==> src/rtl/up_dn_counter_arbiter_if.sv <==
//==============================================================================
// Module : up_dn_counter_arbiter_if
// Client-side request/response bundle for the two-client counter arbiter.
// Rev    : 1.0
//==============================================================================
`default_nettype none

interface up_dn_counter_arbiter_if #(
  parameter int WIDTH = 5
);
  logic             req_a;
  logic             req_b;
  logic [1:0]       op_a;
  logic [1:0]       op_b;
  logic [WIDTH-1:0] data_a;
  logic [WIDTH-1:0] data_b;
  logic             gnt_a;
  logic             gnt_b;
  logic             done_a;
  logic             done_b;
  logic             err;
  logic [WIDTH-1:0] result;
  logic             busy;

  modport master (
    output req_a, req_b, op_a, op_b, data_a, data_b,
    input  gnt_a, gnt_b, done_a, done_b, err, result, busy
  );

  modport slave (
    input  req_a, req_b, op_a, op_b, data_a, data_b,
    output gnt_a, gnt_b, done_a, done_b, err, result, busy
  );
endinterface

`default_nettype wire

==> src/rtl/up_dn_counter_arbiter.sv <==
//==============================================================================
// Module : up_dn_counter_arbiter
// Round-robin two-client front end for a reset-less saturating up/down counter.
// Rev    : 1.0
//==============================================================================
`default_nettype none

module up_dn_counter_arbiter #(
  parameter int               WIDTH    = 5,
  parameter logic [WIDTH-1:0] INIT_VAL = '0
) (
  input  logic                   clk,
  input  logic                   rst,
  up_dn_counter_arbiter_if.slave bus,
  output logic                   cnt_load,
  output logic                   cnt_up,
  output logic                   cnt_down,
  output logic [WIDTH-1:0]       cnt_in,
  input  logic [WIDTH-1:0]       cnt_value,
  input  logic                   cnt_high,
  input  logic                   cnt_low
);

  typedef enum logic [1:0] {
    ST_INIT  = 2'd0,
    ST_IDLE  = 2'd1,
    ST_ISSUE = 2'd2,
    ST_RESP  = 2'd3
  } state_t;

  localparam logic [1:0] c_op_up   = 2'b00;
  localparam logic [1:0] c_op_down = 2'b01;
  localparam logic [1:0] c_op_load = 2'b10;
  localparam logic [1:0] c_op_rsvd = 2'b11;

  state_t           r_state;
  logic             r_init_sent;
  logic             r_rr_b;
  logic             r_owner_b;
  logic             r_gnt_a;
  logic             r_gnt_b;
  logic             r_done_a;
  logic             r_done_b;
  logic             r_err;
  logic             r_busy;
  logic             r_load;
  logic             r_up;
  logic             r_down;
  logic [WIDTH-1:0] r_cnt_in;

  logic             w_any_req;
  logic             w_pick_b;
  logic [1:0]       w_op;
  logic [WIDTH-1:0] w_data;
  logic             w_reject;

  // B wins when it is the only requester or when the pointer favours it.
  assign w_any_req = bus.req_a | bus.req_b;
  assign w_pick_b  = bus.req_b & (~bus.req_a | r_rr_b);
  assign w_op      = w_pick_b ? bus.op_b   : bus.op_a;
  assign w_data    = w_pick_b ? bus.data_b : bus.data_a;
  assign w_reject  = (w_op == c_op_rsvd)
                   | ((w_op == c_op_up)   & cnt_high)
                   | ((w_op == c_op_down) & cnt_low);

  always_ff @(posedge clk) begin
    if (rst) begin
      r_state     <= ST_INIT;
      r_init_sent <= 1'b0;
      r_rr_b      <= 1'b0;
      r_owner_b   <= 1'b0;
      r_gnt_a     <= 1'b0;
      r_gnt_b     <= 1'b0;
      r_done_a    <= 1'b0;
      r_done_b    <= 1'b0;
      r_err       <= 1'b0;
      r_busy      <= 1'b0;
      r_load      <= 1'b0;
      r_up        <= 1'b0;
      r_down      <= 1'b0;
      r_cnt_in    <= '0;
    end else begin
      case (r_state)
        ST_INIT: begin
          // The counter has no reset: push INIT_VAL once before serving anyone.
          if (!r_init_sent) begin
            r_init_sent <= 1'b1;
            r_load      <= 1'b1;
            r_cnt_in    <= INIT_VAL;
            r_busy      <= 1'b1;
          end else begin
            r_load   <= 1'b0;
            r_cnt_in <= '0;
            r_busy   <= 1'b0;
            r_state  <= ST_IDLE;
          end
        end

        ST_IDLE: begin
          if (w_any_req) begin
            r_owner_b <= w_pick_b;
            r_gnt_a   <= ~w_pick_b;
            r_gnt_b   <= w_pick_b;
            r_busy    <= 1'b1;
            if (w_reject) begin
              r_done_a <= ~w_pick_b;
              r_done_b <= w_pick_b;
              r_err    <= 1'b1;
              r_state  <= ST_RESP;
            end else begin
              r_up     <= (w_op == c_op_up);
              r_down   <= (w_op == c_op_down);
              r_load   <= (w_op == c_op_load);
              r_cnt_in <= (w_op == c_op_load) ? w_data : '0;
              r_state  <= ST_ISSUE;
            end
          end
        end

        ST_ISSUE: begin
          r_up     <= 1'b0;
          r_down   <= 1'b0;
          r_load   <= 1'b0;
          r_cnt_in <= '0;
          r_done_a <= ~r_owner_b;
          r_done_b <= r_owner_b;
          r_err    <= 1'b0;
          r_state  <= ST_RESP;
        end

        ST_RESP: begin
          r_done_a <= 1'b0;
          r_done_b <= 1'b0;
          r_err    <= 1'b0;
          r_gnt_a  <= 1'b0;
          r_gnt_b  <= 1'b0;
          r_busy   <= 1'b0;
          r_rr_b   <= ~r_owner_b;
          r_state  <= ST_IDLE;
        end

        default: begin
          r_state <= ST_INIT;
        end
      endcase
    end
  end

  assign cnt_load = r_load;
  assign cnt_up   = r_up;
  assign cnt_down = r_down;
  assign cnt_in   = r_cnt_in;

  assign bus.gnt_a  = r_gnt_a;
  assign bus.gnt_b  = r_gnt_b;
  assign bus.done_a = r_done_a;
  assign bus.done_b = r_done_b;
  assign bus.err    = r_err;
  assign bus.busy   = r_busy;
  // The counter has already settled by the response cycle, so its output is the result.
  assign bus.result = (r_done_a | r_done_b) ? cnt_value : '0;

endmodule

`default_nettype wire
==> src/flat_wrapper.sv <==
// flat-port wrapper written by rule: the top's interface ports become plain ports
module up_dn_counter_arbiter_flat 
#(
  parameter int               WIDTH    = 5,
  parameter logic [WIDTH-1:0] INIT_VAL = '0
)
  (clk, rst, cnt_load, cnt_up, cnt_down, cnt_in, cnt_value, cnt_high, cnt_low, bus_req_a, bus_req_b, bus_op_a, bus_op_b, bus_data_a, bus_data_b, bus_gnt_a, bus_gnt_b, bus_done_a, bus_done_b, bus_err, bus_result, bus_busy);
  up_dn_counter_arbiter_if #(.WIDTH(WIDTH)) bus_i ();
  input  logic clk;
  input  logic rst;
  output logic cnt_load;
  output logic cnt_up;
  output logic cnt_down;
  output logic [WIDTH-1:0] cnt_in;
  input  logic [WIDTH-1:0] cnt_value;
  input  logic cnt_high;
  input  logic cnt_low;
  input wire logic [$bits(bus_i.req_a)-1:0] bus_req_a;
  input wire logic [$bits(bus_i.req_b)-1:0] bus_req_b;
  input wire logic [$bits(bus_i.op_a)-1:0] bus_op_a;
  input wire logic [$bits(bus_i.op_b)-1:0] bus_op_b;
  input wire logic [$bits(bus_i.data_a)-1:0] bus_data_a;
  input wire logic [$bits(bus_i.data_b)-1:0] bus_data_b;
  output wire logic [$bits(bus_i.gnt_a)-1:0] bus_gnt_a;
  output wire logic [$bits(bus_i.gnt_b)-1:0] bus_gnt_b;
  output wire logic [$bits(bus_i.done_a)-1:0] bus_done_a;
  output wire logic [$bits(bus_i.done_b)-1:0] bus_done_b;
  output wire logic [$bits(bus_i.err)-1:0] bus_err;
  output wire logic [$bits(bus_i.result)-1:0] bus_result;
  output wire logic [$bits(bus_i.busy)-1:0] bus_busy;
  assign bus_i.req_a = bus_req_a;
  assign bus_i.req_b = bus_req_b;
  assign bus_i.op_a = bus_op_a;
  assign bus_i.op_b = bus_op_b;
  assign bus_i.data_a = bus_data_a;
  assign bus_i.data_b = bus_data_b;
  assign bus_gnt_a = bus_i.gnt_a;
  assign bus_gnt_b = bus_i.gnt_b;
  assign bus_done_a = bus_i.done_a;
  assign bus_done_b = bus_i.done_b;
  assign bus_err = bus_i.err;
  assign bus_result = bus_i.result;
  assign bus_busy = bus_i.busy;
  up_dn_counter_arbiter #(.WIDTH(WIDTH), .INIT_VAL(INIT_VAL)) u_core (.clk(clk), .rst(rst), .bus(bus_i), .cnt_load(cnt_load), .cnt_up(cnt_up), .cnt_down(cnt_down), .cnt_in(cnt_in), .cnt_value(cnt_value), .cnt_high(cnt_high), .cnt_low(cnt_low));
endmodule
==> config.mk <==
export PLATFORM = sky130hd
export DESIGN_NAME = up_dn_counter_arbiter_flat
export DESIGN_NICKNAME = d
export VERILOG_FILES = /design/src/rtl/up_dn_counter_arbiter_if.sv /design/src/rtl/up_dn_counter_arbiter.sv /design/src/flat_wrapper.sv
export SDC_FILE = /design/constraint.sdc
export NUM_CORES = 1
export LEC_CHECK = 0
export ABC_CLOCK_PERIOD_IN_PS = 3600
export CORE_ASPECT_RATIO = 1.25
export CORE_MARGIN = 4
export CORE_UTILIZATION = 45
export DETAILED_ROUTE_END_ITERATION = 16
export GPL_TIMING_DRIVEN = 0
export PLACE_DENSITY = 0.84
export RECOVER_POWER = 100
export SETUP_SLACK_MARGIN = 0.1
export SLEW_MARGIN = 40
export SYNTH_ARGS = -nofsm -noshare
export SYNTH_HDL_FRONTEND = slang
export SYNTH_SLANG_ARGS = --single-unit
==> constraint.sdc <==
create_clock -name clk -period 3.6 [get_ports clk]
set_input_delay 1.08 -clock clk [delete_from_list [all_inputs] [get_ports clk]]
set_output_delay 1.08 -clock clk [all_outputs]
set_load 0.005 [all_outputs]
; Yosys cells after proc, flatten, opt, wreduce, memory -nomap -nowiden
; Cells that the tools add are included.
[classes]
mux = 36
reduce_logical = 20
n_eq_ne = 10
bitwise = 11
[ops]
columns = operator, count
row1 = $mux W5, 5
row2 = $mux W1, 17
row3 = $reduce_and A3 Y1, 5
row4 = $pmux W1 S3, 4
row5 = $pmux W1 S2, 5
row6 = $pmux W5 S2, 1
row7 = $reduce_bool A3 Y1, 3
row8 = $eq A2 B2 Y1 const B, 4
row9 = $pmux W2 S4, 1
row10 = $reduce_and A2 Y1, 4
row11 = $reduce_bool A2 Y1, 4
row12 = $mux W2, 3
row13 = $ne A2 B1 Y1 const B, 3
row14 = $or A1 B1 Y1, 5
row15 = $eq A2 B1 Y1 const B, 2
row16 = $logic_not A2 Y1, 2
row17 = $reduce_or A2 Y1, 2
row18 = $and A1 B1 Y1, 3
row19 = $not A1 Y1, 3
row20 = $ne A2 B2 Y1 const B, 1
[word_totals]
reg_bits = 19
elab_cells = 91
output_inout_bits = 19
input_bits = 25

; Longest topological paths before layout
; Gate-level depths: netlist (run 1).
[depth]
word_depth = 11
mapped_depth = 8

; Worst setup path after synthesis (run 1)
; OpenSTA, ideal clock, no wires.
[synth_timing]
path_kind = in2reg
from = input bus_req_a
to = register u_core.r_cnt_in[0], in the netlist u_core.cnt_in[0]
t_required_ps = 3479
setup_ps = 121
t_arrival_ps = 2340
setup_slack_ps = 1139
cell_stages = 6
path_cell_list = nand2b_1 > buf_6 > a2111oi_4 > o21bai_1 > o211ai_2 > mux2_2
[synth_between]
elab_chain_len = 10
elab_cells_between_ends = 21
[synth_lines]
columns = item, line
row1 = start: declaration, flat_wrapper.sv:18  ; input wire logic [$bits(bus_i.req_a)-1:0] bus_req_a;
row2 = $not A1 Y1, up_dn_counter_arbiter.sv:59  ; assign w_pick_b = bus.req_b & (~bus.req_a | r_rr_b);
row3 = $or A1 B1 Y1, up_dn_counter_arbiter.sv:59
row4 = $and A1 B1 Y1, up_dn_counter_arbiter.sv:59
row5 = $mux W2, up_dn_counter_arbiter.sv:60  ; assign w_op = w_pick_b ? bus.op_b : bus.op_a;
row6 = $logic_not A2 Y1, up_dn_counter_arbiter.sv:63  ; | ((w_op == c_op_up) & cnt_high)
row7 = $and A1 B1 Y1, up_dn_counter_arbiter.sv:63
row8 = $or A1 B1 Y1, up_dn_counter_arbiter.sv:63
row9 = $or A1 B1 Y1, up_dn_counter_arbiter.sv:64  ; | ((w_op == c_op_down) & cnt_low);
row10 = $ne A2 B2 Y1 (no source line), --
row11 = $reduce_and A3 Y1 (no source line), --
row12 = end signal: assignment, up_dn_counter_arbiter.sv:114  ; r_cnt_in <= (w_op == c_op_load) ? w_data : '0;
row13 = end: declaration, up_dn_counter_arbiter.sv:49  ; logic [WIDTH-1:0] r_cnt_in;
; Parallel ways exist; a longest one is shown, timed or not. The select of a mux whose other input is x is not followed.
; A chain may end at the register's enable or synchronous reset.

; Worst setup path in the final report (run 1)
[layout_timing]
from = input cnt_value[1]
to = output bus_result[1]
[layout_between]
elab_chain_len = 1
[layout_lines]
columns = item, line
row1 = start: declaration, flat_wrapper.sv:15  ; input logic [WIDTH-1:0] cnt_value;
row2 = $mux W5, up_dn_counter_arbiter.sv:161  ; assign bus.result = (r_done_a | r_done_b) ? cnt_value : '0;
row3 = end: declaration, flat_wrapper.sv:29  ; output wire logic [$bits(bus_i.result)-1:0] bus_result;
; Every way passes these cells.

==> impl_metrics.json, run 1 <==
{
  "setup_total_negative_slack_ns": 0,
  "grt_overflow": 0,
  "grt_use_met2_pct": 34.6,
  "top_cell_family_by_delay_on_the_critical_path": "buffers and inverters",
  "antennaDiodeCount": 0,
  "pwr_density_cell_mw_per_mm2": 540,
  "worstPathBufferInverterCount": 2,
  "cpPeakStageDelay_ns": 0.61,
  "synth_fp_nets": 176,
  "crit_type": "in -> out",
  "worstSkewPairLatency_ns": 0.30,
  "cts.htree.levels": 1,
  "rsz0062_at_grt": "no",
  "crit_path_max_fanout": 1,
  "drt_first_iter_violations": 38,
  "synth.avg_cell_area_um2": 8.31,
  "timing.final.crit_share_pct": 93.4,
  "cts_buffer_depth": 2,
  "via_per_inst": 5.46,
  "commonest_cells_after_routing_fill_and_taps_aside": "22 x sky130_fd_sc_hd__clkdlybuf4s50_1, 21 x sky130_fd_sc_hd__dlygate4sd3_1, 20 x sky130_fd_sc_hd__nor2_1",
  "max_freq_mhz": 297,
  "die_width_um": 54.6,
  "initial_utilization_pct": 48.8,
  "cts.sinks": 19,
  "avgRoutedWirePerCell_um": 14.5,
  "layout-area-overhead-vs-synth_pct": 39.7,
  "synth.yosys.warnings": 0,
  "regArea_um2": 380,
  "clock_tree.root_cell": "sky130_fd_sc_hd__clkbuf_4",
  "cts_tree": "yes",
  "combined_area_of_the_multi_input_logic_cells_um2": 756,
  "critical_path_end_type": "output pin",
  "postRouteAntennaNets": 0,
  "port-buffer-count": 43,
  "final.setup_skew_ns": 0.00735,
  "power.leakage_nw": 0.704,
  "vias": 1239,
  "synthesis.instances": 147,
  "post-cts-setup-buffer-count": 0,
  "core_area_mm2": 0.00250,
  "distinct_cell_type_count_of_the_synthesized_netlist": 39,
  "synth_sequential_area_ratio_pct": 31.1,
  "finalHoldViolCount": 0,
  "floorplan.die_area_mm2": 0.00362,
  "drt_drc_violations_left": 0,
  "worst_slew_pin_slew_ns": 0.606,
  "finalSetupViolCount": 0,
  "filler_cell_count": 210,
  "min_period_ns": 3.36,
  "ys_seq_elements": 19,
  "layout.cells.most_common": "sky130_fd_sc_hd__clkdlybuf4s50_1",
  "number_of_buffers_inserted_by_hold_repair_at_cts": 0,
  "slew_headroom_pct": 59.4,
  "num_rows": 20,
  "grt_start_max_net_pins": 11,
  "dp_cell_count": 223,
  "wire_length_of_the_first_global_routing_pass_um": 5310,
  "final-max-slew-violation-count": 0,
  "dpl.hpwl_um": 2610,
  "nets_final": 224,
  "hp-start": "u_core.cnt_up",
  "final_layout_size_suffix_gt1_share_pct": 11.3,
  "routabilityCongestion": 0.856,
  "crit_arrival_ns": 2.28,
  "chipHeight_um": 66.2,
  "crit_path_cell_trace": "clkdlybuf4s50_1 > nor2b_1 > dlygate4sd3_1",
  "finalNonFillerCells": 227,
  "clk_pin_slew_ns": 0.11,
  "drv.max_cap_violation_count": 0,
  "start_kind": "input port",
  "cts_buffers": 3,
  "grt_antenna_before_repair": 0,
  "io-pin-count": 44,
  "cts_resized": 0,
  "critPathSlowestCell": "sky130_fd_sc_hd__dlygate4sd3_1",
  "synthesis.area_mm2": 0.00122,
  "dr.pass1.iters": 4,
  "worstSetupStartpoint": "cnt_value[1]",
  "grt.total_usage_pct": 19.5,
  "gr-max-usage-layer": "met2",
  "outcome": "finished clean",
  "groute.layer.met1.usage_pct": 23.1,
  "use_met3_pct": 3.61,
  "maximum_vdd_ir_drop_uv": 288,
  "holdCritPathClass": "reg -> reg",
  "grt_pass1_vias": 1205,
  "detail_route.wirelength_um": 3290,
  "critical_path.reg2reg.startpoint": "u_core.r_rr_b",
  "data_required_time_at_the_worst_endpoint_ns": 2.52
}
## final timing paths
check | end | slack, ns | cells past startpoint
max reg2reg | u_core.cnt_in[3] | 1.49 | 6
min | u_core.cnt_up | 0.49 | 2
min reg2reg | u_core.cnt_up | 0.49 | 2
max | bus_result[1] | 0.24 | 3
## where the power goes
| group | total, W | switching, W | internal (W) |
|---|---|---|---|
| logic | 0.000519 | 0.000266 | 0.000254 |
| registers | 0.000290 | 0.0000336 | 0.000257 |
| clock network | 0.000111 | 0.0000674 | 0.0000431 |
| total | 0.000920 | 0.000367 | 0.000553 |
## metrics by stage
step / cell area (um^2) / util (%) / power (W) / setup WS [ns] / hold WS (ns)
floorplan: 1220 / - / 0.000637 / 1.14 / 0.464
global placement: 1690 / 67.7 / 0.000814 / 0.371 / 0.461
detailed placement: 1690 / 67.7 / 0.000839 / 0.326 / 0.481
CTS: 1720 / 68.7 / 0.000950 / 0.288 / 0.497
global route: 1710 / 68.2 / 0.000999 / 0.211 / 0.513
finish: 1710 / 68.2 / 0.000920 / 0.236 / 0.492
## cells in the mapped netlist, drive strengths merged
cell      n  share of area, %
a21oi    13               5.3
a21boi    1              0.61
nand4     2               1.0
a2111oi   1               2.3
buf       6               4.1
mux2i     2               1.6
nor3b     1              0.61
nand2b    2               1.0
nor3      2              0.82
inv       7               2.2
or4       1              0.61
mux2      8               7.4
a31oi     2               1.0
a22oi     4               2.5
ha        4               4.1
nor2b    15               7.7
a211oi    1              0.61
o211ai    4               2.9
clkbuf    1              0.31
o21bai    2               1.2
a32oi     1              0.72
a21o      1              0.72
or3       1              0.51
o21ai     2              0.82
a21bo     1              0.82
nand3    10               4.1
a211o     2               1.5
nand2     5               1.5
and4      1              0.82
and2      2               1.2
dfxtp    19                31
nand3b    1              0.61
a31o      2               1.4
nor2     20               6.1
## state kept, by name, indices dropped and copies added (netlist names)
register	cells
u_core.bus.busy	1
u_core.cnt_load	1
u_core.cnt_down	1
u_core.bus.done_a	1
u_core.r_owner_b	1
u_core.bus.gnt_a	1
u_core.bus.gnt_b	1
u_core.r_init_sent	1
u_core.bus.done_b	1
u_core.cnt_in	5
u_core.r_state	2
u_core.cnt_up	1
u_core.bus.err	1
u_core.r_rr_b	1
## final cells by class
class,instances,share of cell area [%]
sequential,19,22.3
timing repair buffer,43,25.2
clock buffer,4,1.54
multi-input combinational,114,44.3
buffer,7,2.64
tap,33,2.42
inverter,7,1.54
## worst min-delay path: stages, from the launching register on
cell and delay, ns:
sky130_fd_sc_hd__dfxtp_1 0.33, sky130_fd_sc_hd__nand4_1 0.07, sky130_fd_sc_hd__a21oi_1 0.06
## cells by family after synthesis
| group | synth area share, % |
|---|---|
| AOI/OAI and AO/OA | 22.4 |
| and+or+nand+nor | 26.7 |
| muxes | 9.02 |
| adders and majority gates | 4.10 |
| buffers and inverters | 6.56 |
| DFF | 31.1 |
## metal layers
metal  up-vias  share of wire, %
met1       564                39
met3         7               6.3
met2        49                54
met5         -                 0
met4         0               1.2
li1        619                 -
Power figures use the tool's default switching activity.
==> run 2, diff against run 1 <==
Settings changed: PLACE_DENSITY 0.84 to not set, PLACE_DENSITY_LB_ADDON set to 0.12.
==> run 2 against run 1 <==
Routed wire length decreased by 5.3%. Critical path type unchanged. Highest routed layer unchanged. Die area unchanged. Worst hold slack got worse by 0.013 ns.
==> impl_metrics.json, run 2 (synthesized netlist as in run 1, its figures left out) <==
{
  "floorplan.die_area_mm2": 0.00362,
  "detail_route.wirelength_um": 3120,
  "avgRoutedWirePerCell_um": 13.7,
  "clk_pin_slew_ns": 0.12,
  "slew_headroom_pct": 61.4,
  "timing.final.crit_share_pct": 91.8,
  "pwr_density_cell_mw_per_mm2": 534,
  "hp-start": "u_core.bus.busy",
  "power.leakage_nw": 0.707,
  "filler_cell_count": 227,
  "post-cts-setup-buffer-count": 0,
  "final_layout_size_suffix_gt1_share_pct": 11.9,
  "grt_start_max_net_pins": 12,
  "grt_pass1_vias": 1262,
  "layout-area-overhead-vs-synth_pct": 39.8,
  "worst_slew_pin_slew_ns": 0.576,
  "grt_antenna_before_repair": 0,
  "finalHoldViolCount": 0,
  "cts.sinks": 19,
  "worstSetupStartpoint": "cnt_value[2]",
  "crit_path_max_fanout": 1,
  "nets_final": 224,
  "num_rows": 20,
  "cts_resized": 0,
  "postRouteAntennaNets": 0,
  "final.setup_skew_ns": 0.0125,
  "dpl.hpwl_um": 2510,
  "cts.htree.levels": 1,
  "io-pin-count": 44,
  "cts_tree": "yes",
  "max_freq_mhz": 303,
  "crit_type": "in -> out",
  "holdCritPathClass": "reg -> reg",
  "maximum_vdd_ir_drop_uv": 368,
  "outcome": "finished clean",
  "start_kind": "input port",
  "grt_overflow": 0,
  "chipHeight_um": 66.2,
  "drt_first_iter_violations": 30,
  "layout.cells.most_common": "sky130_fd_sc_hd__clkdlybuf4s50_1",
  "min_period_ns": 3.30,
  "core_area_mm2": 0.00250,
  "dr.pass1.iters": 4,
  "port-buffer-count": 43,
  "initial_utilization_pct": 48.8,
  "critical_path_end_type": "output pin",
  "final-max-slew-violation-count": 0,
  "wire_length_of_the_first_global_routing_pass_um": 5390,
  "clock_tree.root_cell": "sky130_fd_sc_hd__clkbuf_4",
  "fin_util_pct": 68.2,
  "via_per_inst": 5.43,
  "post-route-cell-area_mm2": 0.00171,
  "setup_total_negative_slack_ns": 0,
  "routabilityCongestion": 0.818,
  "drv.max_cap_violation_count": 0,
  "grt.total_usage_pct": 19.6,
  "drt_drc_violations_left": 0,
  "cts_buffer_depth": 2,
  "vias": 1232,
  "finalSetupViolCount": 0,
  "setup_slack_of_the_worst_register_to_register_path_ns": 1.45,
  "die_width_um": 54.6,
  "commonest_cells_after_routing_fill_and_taps_aside": "22 x sky130_fd_sc_hd__clkdlybuf4s50_1, 21 x sky130_fd_sc_hd__dlygate4sd3_1, 20 x sky130_fd_sc_hd__nor2_1",
  "cts_buffers": 3,
  "worstSkewPairLatency_ns": 0.30,
  "antennaDiodeCount": 0,
  "crit_arrival_ns": 2.22,
  "largest_register_ffs": 5,
  "placedInstanceArea_mm2": 0.00169,
  "data_required_time_at_the_worst_endpoint_ns": 2.52,
  "number_of_buffers_inserted_by_hold_repair_at_cts": 0,
  "rsz0062_at_grt": "no",
  "critical_path.reg2reg.startpoint": "u_core.r_rr_b"
}
-- run 2: path summary, 6_finish.rpt --
path,to,cells past startpoint
worst min register to register,u_core.bus.busy,2
worst max-delay path,bus_result[2],3
worst min-delay path,u_core.bus.busy,2
worst max register to register,u_core.cnt_in[2],6
-- run 2: metrics by stage --
step | instances | total power [W] | hold WS [ns] | setup slack [ns]
2_1_floorplan | 147 | 0.000637 | 0.464 | 1.14
3_3_place_gp | 223 | 0.000807 | 0.460 | 0.357
3_5_place_dp | 223 | 0.000825 | 0.468 | 0.341
4_1_cts | 227 | 0.000938 | 0.485 | 0.339
5_1_grt | 227 | 0.000994 | 0.496 | 0.213
6_report | 227 | 0.000911 | 0.479 | 0.296
-- run 2: worst max-delay path: stages --
cell                              delay (ns)
sky130_fd_sc_hd__clkdlybuf4s50_1        0.44
sky130_fd_sc_hd__nor2b_1                0.12
sky130_fd_sc_hd__dlygate4sd3_1          0.58
-- run 2: cell type report --
type / instances / area, um^2 / share of cell area (%)
Tap cell: 33 / 41.3 / 2.42
Inverter: 7 / 26.3 / 1.54
Clock inverter: 1 / 5.00 / 0.293
Timing Repair Buffer: 43 / 430 / 25.2
Buffer: 7 / 45.0 / 2.64
Clock buffer: 3 / 22.5 / 1.32
Multi-Input combinational cell: 114 / 756 / 44.3
Sequential cell: 19 / 380 / 22.3
-- run 2: per-layer routing --
metal / vias up / GRT usage, % / wire length (um)
met4: 0 / 5.92 / 56
met1: 558 / 24.0 / 1310
met2: 46 / 32.1 / 1550
met5: - / 0 / 0
met3: 8 / 5.64 / 204
li1: 620 / - / -
-- run 2: power by group --
group / internal, W / switching (W)
Sequential: 0.000257 / 0.0000341
Clock: 0.0000414 / 0.0000693
Combinational: 0.000253 / 0.000256
